==> src/rtl/fpadd_rr_scheduler_pkg.sv <==
// Shared FP-adder constants, tag payload type and sizing helpers for the
// round-robin adder scheduler.
package fpadd_rr_scheduler_pkg;

    localparam int unsigned FP32_W    = 32;
    localparam int unsigned FPADD_LAT = 2;
    localparam int unsigned MAX_REQ   = 16;

    function automatic int unsigned clog2(input int unsigned v);
        int unsigned r;
        r = 0;
        while ((32'(1) << r) < v) begin
            r = r + 1;
        end
        return r;
    endfunction

    // Index width that never collapses to zero bits.
    function automatic int unsigned id_width(input int unsigned n);
        return (clog2(n) < 1) ? 1 : clog2(n);
    endfunction

    localparam int unsigned TAG_ID_W = clog2(MAX_REQ);

    typedef struct packed {
        logic                vld;
        logic [TAG_ID_W-1:0] id;
    } tag_t;

endpackage

==> src/rtl/fpadd_rr_scheduler_rr_arbiter.sv <==
// Combinational round-robin arbiter: grants the first requester at or after
// i_ptr (wrapping), producing a one-hot grant plus its binary index.
module rr_arbiter
    import fpadd_rr_scheduler_pkg::*;
#(
    parameter int unsigned N   = 4,
    parameter int unsigned IDW = id_width(N)
) (
    input  logic [N-1:0]   i_req,
    input  logic [IDW-1:0] i_ptr,
    input  logic           i_en,
    output logic [N-1:0]   o_gnt,
    output logic [IDW-1:0] o_gnt_id,
    output logic           o_any_gnt
);

    logic [N-1:0]   w_gnt;
    logic [IDW-1:0] w_gnt_id;
    logic           w_found;
    logic [IDW-1:0] w_idx;

    always_comb begin
        w_gnt    = '0;
        w_gnt_id = '0;
        w_found  = 1'b0;
        w_idx    = '0;
        if (i_en) begin
            for (int unsigned k = 0; k < N; k++) begin
                w_idx = IDW'((32'(i_ptr) + k) % N);
                if (!w_found && i_req[w_idx]) begin
                    w_gnt[w_idx] = 1'b1;
                    w_gnt_id     = w_idx;
                    w_found      = 1'b1;
                end
            end
        end
    end

    assign o_gnt     = w_gnt;
    assign o_gnt_id  = w_gnt_id;
    assign o_any_gnt = w_found;

endmodule

==> src/rtl/fpadd_rr_scheduler.sv <==
// Shares one pipelined FP32 adder among N_REQ requesters: round-robin issue,
// a non-stalling tag pipe to route sums back, and an in-flight counter.
module fpadd_rr_scheduler
    import fpadd_rr_scheduler_pkg::*;
#(
    parameter int unsigned N_REQ   = 4,
    parameter int unsigned ADD_LAT = FPADD_LAT,
    parameter int unsigned W       = FP32_W
) (
    input  logic                            clk,
    input  logic                            reset,
    input  logic                            i_hold,
    input  logic [N_REQ-1:0]                i_req_valid,
    input  logic [N_REQ*W-1:0]              i_req_a,
    input  logic [N_REQ*W-1:0]              i_req_b,
    output logic [N_REQ-1:0]                o_req_ready,
    output logic [W-1:0]                    o_fpu_a,
    output logic [W-1:0]                    o_fpu_b,
    input  logic [W-1:0]                    i_fpu_out,
    output logic [N_REQ-1:0]                o_resp_valid,
    output logic [W-1:0]                    o_resp_data,
    output logic [clog2(ADD_LAT+1)-1:0]     o_inflight,
    output logic                            o_busy
);

    localparam int unsigned IDW  = id_width(N_REQ);
    localparam int unsigned IF_W = clog2(ADD_LAT + 1);

    logic [N_REQ-1:0] w_gnt;
    logic [IDW-1:0]   w_gnt_id;
    logic             w_accept;
    logic             w_resp;
    logic [W-1:0]     w_fpu_a;
    logic [W-1:0]     w_fpu_b;

    logic [IDW-1:0]   r_ptr;
    tag_t             r_tag [ADD_LAT];
    logic [IF_W-1:0]  r_inflight;

    rr_arbiter #(
        .N   (N_REQ),
        .IDW (IDW)
    ) u_arb (
        .i_req     (i_req_valid),
        .i_ptr     (r_ptr),
        .i_en      (!i_hold && !reset),
        .o_gnt     (w_gnt),
        .o_gnt_id  (w_gnt_id),
        .o_any_gnt (w_accept)
    );

    // Operand mux; zero when idle so the adder sees 0+0, which is never tagged.
    always_comb begin
        w_fpu_a = '0;
        w_fpu_b = '0;
        for (int i = 0; i < int'(N_REQ); i++) begin
            if (w_gnt[i]) begin
                w_fpu_a = w_fpu_a | i_req_a[i*W +: W];
                w_fpu_b = w_fpu_b | i_req_b[i*W +: W];
            end
        end
    end

    always_ff @(posedge clk or posedge reset) begin
        if (reset) begin
            r_ptr <= '0;
        end else if (w_accept) begin
            r_ptr <= (w_gnt_id == IDW'(N_REQ - 1)) ? '0 : w_gnt_id + IDW'(1);
        end
    end

    // Tag pipe tracks the adder's fixed latency and never stalls.
    always_ff @(posedge clk or posedge reset) begin
        if (reset) begin
            for (int k = 0; k < int'(ADD_LAT); k++) begin
                r_tag[k] <= '0;
            end
        end else begin
            r_tag[0] <= '{vld: w_accept, id: TAG_ID_W'(w_gnt_id)};
            for (int k = 1; k < int'(ADD_LAT); k++) begin
                r_tag[k] <= r_tag[k-1];
            end
        end
    end

    assign w_resp = r_tag[ADD_LAT-1].vld;

    always_ff @(posedge clk or posedge reset) begin
        if (reset) begin
            r_inflight <= '0;
        end else begin
            case ({w_accept, w_resp})
                2'b10:   r_inflight <= r_inflight + IF_W'(1);
                2'b01:   r_inflight <= r_inflight - IF_W'(1);
                default: r_inflight <= r_inflight;
            endcase
        end
    end

    assign o_req_ready  = w_gnt;
    assign o_fpu_a      = w_fpu_a;
    assign o_fpu_b      = w_fpu_b;
    assign o_resp_valid = w_resp ? (N_REQ'(1) << r_tag[ADD_LAT-1].id) : '0;
    assign o_resp_data  = i_fpu_out;
    assign o_inflight   = r_inflight;
    assign o_busy       = (r_inflight != '0) | (|i_req_valid);

endmodule

==> config.mk <==
export PLATFORM = sky130hd
export DESIGN_NAME = fpadd_rr_scheduler
export DESIGN_NICKNAME = d
export VERILOG_FILES = /design/src/rtl/fpadd_rr_scheduler_pkg.sv /design/src/rtl/fpadd_rr_scheduler_rr_arbiter.sv /design/src/rtl/fpadd_rr_scheduler.sv
export SDC_FILE = /design/constraint.sdc
export NUM_CORES = 1
export LEC_CHECK = 0
export ABC_AREA = 1
export BUFFER_PORTS_ARGS = -buffer_cell sky130_fd_sc_hd__buf_2
export CORE_AREA = 2 2 155 157
export CTS_BUF_LIST = sky130_fd_sc_hd__clkbuf_16
export CTS_CLUSTER_SIZE = 25
export DETAILED_ROUTE_END_ITERATION = 6
export DIE_AREA = 0 0 157 159
export GPL_TIMING_DRIVEN = 1
export REMOVE_ABC_BUFFERS = 1
export SYNTH_ARGS = -nofsm -noshare
export SYNTH_HDL_FRONTEND = slang
export SYNTH_HIERARCHICAL = 1
export SYNTH_SLANG_ARGS = --single-unit
==> constraint.sdc <==
create_clock -name clk -period 2.1 [get_ports clk]
set_input_delay 0.21 -clock clk [delete_from_list [all_inputs] [get_ports clk]]
set_output_delay 0.21 -clock clk [all_outputs]
set_load 0.03 [all_outputs]
Yosys cells after proc, flatten, opt, wreduce, memory -nomap -nowiden. Index checks and enable logic that the tools add are counted.

Flip-flop bits (word level): 10. Word-level logic and storage cells: 98. Input port bits: 295.

Shift operators: 1. Eq/ne operators: 3. Add/sub/neg operators: 6. Reduce and logical (&&, ||, !) cells: 16. Multiplexer cells: 48. Bitwise operators: 10. Order comparisons: 8.

Operator list (number): $mux W32 (8); $or A32 B32 Y32 (6); $mux W4 (9); $mux W1 (16); $lt A2 B3 Y1 const B (4); $mux W2 (6); $or A4 B4 Y4 (3); $bmux W1 S2 (4); $demux W1 S2 (4); $ge A2 B1 Y1 const B (4); $logic_and A1 B1 Y1 (8); $add A2 B1 Y2 const B (3); $logic_not A1 Y1 (5); $add A2 B2 Y2 const B (2); $eq A2 B2 Y1 const B (2); $pmux W2 S2 (1); $reduce_bool A2 Y1 (2); $reduce_or A4 Y1 (1); $shl A1 B2 Y4 const A (1); $eq A2 B1 Y1 const B (1); $sub A2 B1 Y2 const B (1); $or A1 B1 Y1 (1).

Longest topological paths before layout.
Word-level depth: 23. Mapped depth: 16.

Cells and area by module. Netlist, hierarchy kept.

Modules (own cells, without submodules): fpadd_rr_scheduler (instances 1, cells each 421, seq. area each 250.2 um^2, area each 2287.2 um^2); rr_arbiter (instances 1, cells each 91, seq. area each 0.0 um^2, area each 510.5 um^2).

Worst setup path after synthesis. No wires, ideal clock.

Kind: flip-flop to output port. Start: register r_ptr[0]. End: output o_fpu_a[0]. Cell stages (with the launch flop): 16. Path slack: -0.557 ns. Arrival time: 2.447 ns. Buffers on the path: 3. Path through: dfrtp_1 > inv_2 > ha_1 > inv_1 > nand2_2 > nand2_2 > nor2_4 > buf_6 > nand4_1 > nand3_1 > nand2_1 > inv_1 > buf_6 > buf_4 > nand2_1 > nand4_1.

Elaborated cells on any way between the ends: 61. Those cells by class: 3 x add/sub; 8 x order compare; 34 x mux; 6 x bitwise; 10 x reduce/logical.

RTL lines: start: declaration (RTL line fpadd_rr_scheduler.sv:36) `logic [IDW-1:0] r_ptr;`; start signal: assignment (RTL line fpadd_rr_scheduler.sv:68) `r_ptr <= (w_gnt_id == IDW'(N_REQ - 1)) ? '0 : w_gnt_id + IDW'(1);`; parallel branches: the longest is 14 deep, another holds $lt A2 B3 Y1; $mux W4 * (RTL line fpadd_rr_scheduler_rr_arbiter.sv:30) `if (!w_found && i_req[w_idx]) begin`; $mux W4 * (RTL line fpadd_rr_scheduler_rr_arbiter.sv:27) `if (i_en) begin`; via o_req_ready[1] (RTL line fpadd_rr_scheduler.sv:16) `output logic [N_REQ-1:0] o_req_ready,`; $mux W32 * (RTL line fpadd_rr_scheduler.sv:57) `if (w_gnt[i]) begin`; $or A32 B32 Y32 (RTL line fpadd_rr_scheduler.sv:58) `w_fpu_a = w_fpu_a | i_req_a[i*W +: W];`; $mux W32 * (RTL line fpadd_rr_scheduler.sv:57); $or A32 B32 Y32 (RTL line fpadd_rr_scheduler.sv:58); $mux W32 * (RTL line fpadd_rr_scheduler.sv:57); end: declaration (RTL line fpadd_rr_scheduler.sv:17) `output logic [W-1:0] o_fpu_a,`.

Mark *: on every way through the listed nets, which the timed path passes. The select of a mux whose other input is x is not followed.

Worst setup path after layout.
Start: register r_ptr[0]. End: output o_fpu_a[9].

Word-level cells in the longest chain between the ends: 23. Elaborated cells on any way between the ends: 61. Those cells by class: 3 x add/sub; 8 x order compare; 34 x mux; 6 x bitwise; 10 x reduce/logical.

Ends and longest elaborated chain (RTL line): parallel branches: the longest is 14 deep, another holds $lt A2 B3 Y1; $mux W4 * (fpadd_rr_scheduler_rr_arbiter.sv:30); $mux W4 * (fpadd_rr_scheduler_rr_arbiter.sv:27); $mux W32 (fpadd_rr_scheduler.sv:57); $or A32 B32 Y32 (fpadd_rr_scheduler.sv:58); $mux W32 (fpadd_rr_scheduler.sv:57); $or A32 B32 Y32 (fpadd_rr_scheduler.sv:58); $mux W32 (fpadd_rr_scheduler.sv:57); $or A32 B32 Y32 (fpadd_rr_scheduler.sv:58); $mux W32 * (fpadd_rr_scheduler.sv:57).

Every way passes the cells marked *. The select of a mux whose other input is x is not followed.

==> flow_metrics.py <==
metrics = {
    "die": {
        "pin_count": 402,
        "die_w_um": 157,
        "core_mm2": 0.02319,
        "start_util_pct": 12.06,
        "die_y_um": 159,
        "rows": 56,
        "die_area_mm2": 0.02496,
    },
    "sta": {
        "worstMarginPinSlew_ps": 365.4,
        "tns_ps": -24810,
        "period_minus_slack_ps": 2590,
        "clock_skew_ps": 2.250,
        "setup_viol": 69,
        "final.setup.worst_slack_ps": -489.8,
        "max_freq_ghz": 0.3861,
        "min_period_over_period_pct": 123.3,
        "whs_ps": 342.6,
        "rsz0062_at_grt": "yes",
        "hold_viol_final": 0,
        "relSlewSlack_pct": 75.61,
        "drv_slew": 0,
    },
    "setup_path": {
        "crit_start": "r_ptr[0]",
        "reg2reg_slack_ps": -70,
        "cp-start-kind": "register",
        "rr_startpoint": "r_ptr[0]",
        "critPathCaptureType": "output port",
        "required_ps": 1890,
        "path_class": "register to output port",
        "ff2ff_path_depth": 17,
        "arrival_ps": 2380,
        "cp_max_fo": 8,
        "r2r_end": "o_inflight[1]",
        "endpoint": "o_fpu_a[9]",
    },
    "placed_design": {
        "place.gp.congestion": 0.9065,
        "dpl.hpwl_um": 13700,
        "dpl_cell_area_mm2": 0.004741,
        "io_buffers": 337,
    },
    "power": {
        "power.leakage_nw": 3.002,
        "p_total_mw": 6.717,
        "powerDensity_mw_per_mm2": 1125,
        "ir_drop_uv": 338.1,
    },
    "grt": {
        "overflow": 0,
        "grt_pass1_vias": 4694,
        "grt_max_degree": 27,
        "grt_usage_pct": 13.70,
        "antenna_found_initial": 3,
        "grt_pass1_wl_um": 26590,
    },
    "yosys": {
        "synthTopCellsByCount": "287 x nand2_1, 70 x nand4_1, 43 x buf_4",
        "yosysTopAreaCellShare_pct": 38.51,
        "synth_seq_cells": 10,
        "async_flop_share_pct": 100.0,
        "synth_edf_count": 0,
        "ys_seq_area_share_pct": 8.945,
        "yosysTopAreaCell": "nand2_1",
        "yosys-top-cells-area": "nand2_1 39%, nand4_1 16%, buf_4 12%",
        "netlist_area_mm2": 0.002798,
        "avgSynthCellArea_um2": 5.464,
        "yosysMostFrequentCell": "nand2_1",
        "ys.flop_type": "dfrtp_1",
        "synthDistinctLibCells": 22,
        "ys_warn_count": 6,
        "syn_inst": 512,
    },
    "job": {
        "drv_cap": 0,
    },
    "cts": {
        "numClockSinks": 10,
        "cts_made_buffers": 3,
        "cts_tree": "yes",
        "cts.root.buffer_cell": "clkbuf_16",
        "insertion_delay_ps": 230,
        "clk_pin_slew_ps": 40,
        "cts_buffer_depth": 2,
        "htree_levels": 1,
    },
    "drt": {
        "drt-pass1-iter-count": 4,
        "ant_nets": 0,
        "post_drt_wl_per_cell_um": 16.30,
        "vias_per_cell": 4.110,
        "route.detailed.drc": 0,
        "first_iter_violations": 309,
        "totalWireLength_um": 19200,
        "via_count": 4841,
    },
    "run_status": {
        "violations": "negative setup slack",
        "status": "finished with violations",
    },
    "finish": {
        "area_delta_synth_final_pct": 113.4,
        "drive_above_1_share_pct": 54.79,
        "multi_input_area_mm2": 0.002153,
        "nets": 1161,
        "final-seq-area_um2": 250.2,
        "nFillCells": 2540,
        "utilization_pct": 25.74,
        "fin_area_mm2": 0.005969,
    },
    "min_path": {
        "holdCritPathClass": "register to register",
    },
}
[cell type report]
cell class                      count  share of cell area, %
Timing Repair Buffer              400                  49.57
Multi-Input combinational cell    417                  36.07
Tap cell                          319                  6.686
Sequential cell                    10                  4.192
Inverter                           25                  2.033
Clock buffer                        3                  1.258
Antenna cell                        3                 0.1258
Clock inverter                      1                0.06288
[cells in the final DEF, fill, tap and decap left out, drive strengths merged]
| cell | synthesis | routed |
|---|---|---|
| buf | 58 | 396 |
| nand2 | 298 | 298 |
| nand4 | 70 | 70 |
| inv | 25 | 23 |
| nand3 | 17 | 17 |
| dfrtp | 10 | 10 |
| ha | 9 | 9 |
| nor2 | 6 | 7 |
| clkbuf | 3 | 5 |
| nor3 | 4 | 4 |
| a21oi | 4 | 4 |
| a21boi | 4 | 4 |
| diode | 0 | 3 |
| clkinv | 0 | 3 |
| o21ai | 2 | 2 |
| xnor2 | 1 | 1 |
| o31ai | 1 | 1 |
| bufbuf | 0 | 1 |
| dlygate4sd3 | 0 | 1 |
[report_power, final]
group,internal [mW],total (mW),switching [mW]
registers,0.264,0.317,0.0526
logic,2.65,6.07,3.42
clock network,0.249,0.331,0.0821
total,3.16,6.72,3.55
[metrics by stage]
step / setup WS (ps) / std cells
2_1_floorplan: -1186 / 451
3_3_place_gp: -431.6 / 1144
3_5_place_dp: -404.4 / 1144
4_1_cts: -427.9 / 1169
5_1_grt: -585.4 / 1177
6_report: -489.8 / 1178
[how the worst min path moves through the flow]
stage | from | end | slack [ps] | cells after the start
after floorplan | reset | o_inflight[0] | 50 | 1
after global placement | reset | r_tag[1] | 200 | 2
after detailed placement | reset | r_tag[1] | 210 | 2
after CTS | r_tag[5] | r_tag[0] | 340 | 0
after global routing | r_tag[6] | r_tag[1] | 350 | 0
final | r_tag[5] | r_tag[0] | 340 | 0
[critical path, stage by stage (launching register included)]
cell	delay, ps
dfrtp_1	370
inv_2	70
ha_4	310
nand3_2	100
nand2_2	100
nor2_4	60
a21oi_2	130
nand3_1	100
nand2_2	110
inv_6	60
buf_12	140
buf_8	130
nand2_1	50
nand4_1	200
buf_6	220
[cells by family after synthesis]
logic type	count (synthesis)	synth area share (%)
AO/OA/AOI/OAI	11	2.415
XOR/XNOR	1	0.3131
adder cells (fa/ha/maj)	9	4.025
buffers and inverters	86	22.41
flip-flops	10	8.945
AND/OR/NAND/NOR	395	61.90
[metal layers]
metal	wire (µm)	up-vias	track usage (%)
met5	0	-	0.9921
met4	327	0	3.211
met3	1631	21	3.212
met2	9512	300	24.74
met1	7730	2188	16.14
li1	-	2332	-
[sequential cells by signal (all words and copies together) (netlist names)]
| name | count |
|---|---|
| r_ptr | 2 |
| o_inflight | 2 |
| r_tag | 5 |
| w_resp | 1 |
[repair_timing]
item,4_1_cts,5_1_grt
gates cloned,7,2
pin swaps,14,22
buffers inserted,13,7
resized for setup,189,47
hold buffers,1,0
endpoints found under the setup margin,72,72
endpoints found under the hold margin,10,0
Note: power is estimated with default switching activity, not from simulation.
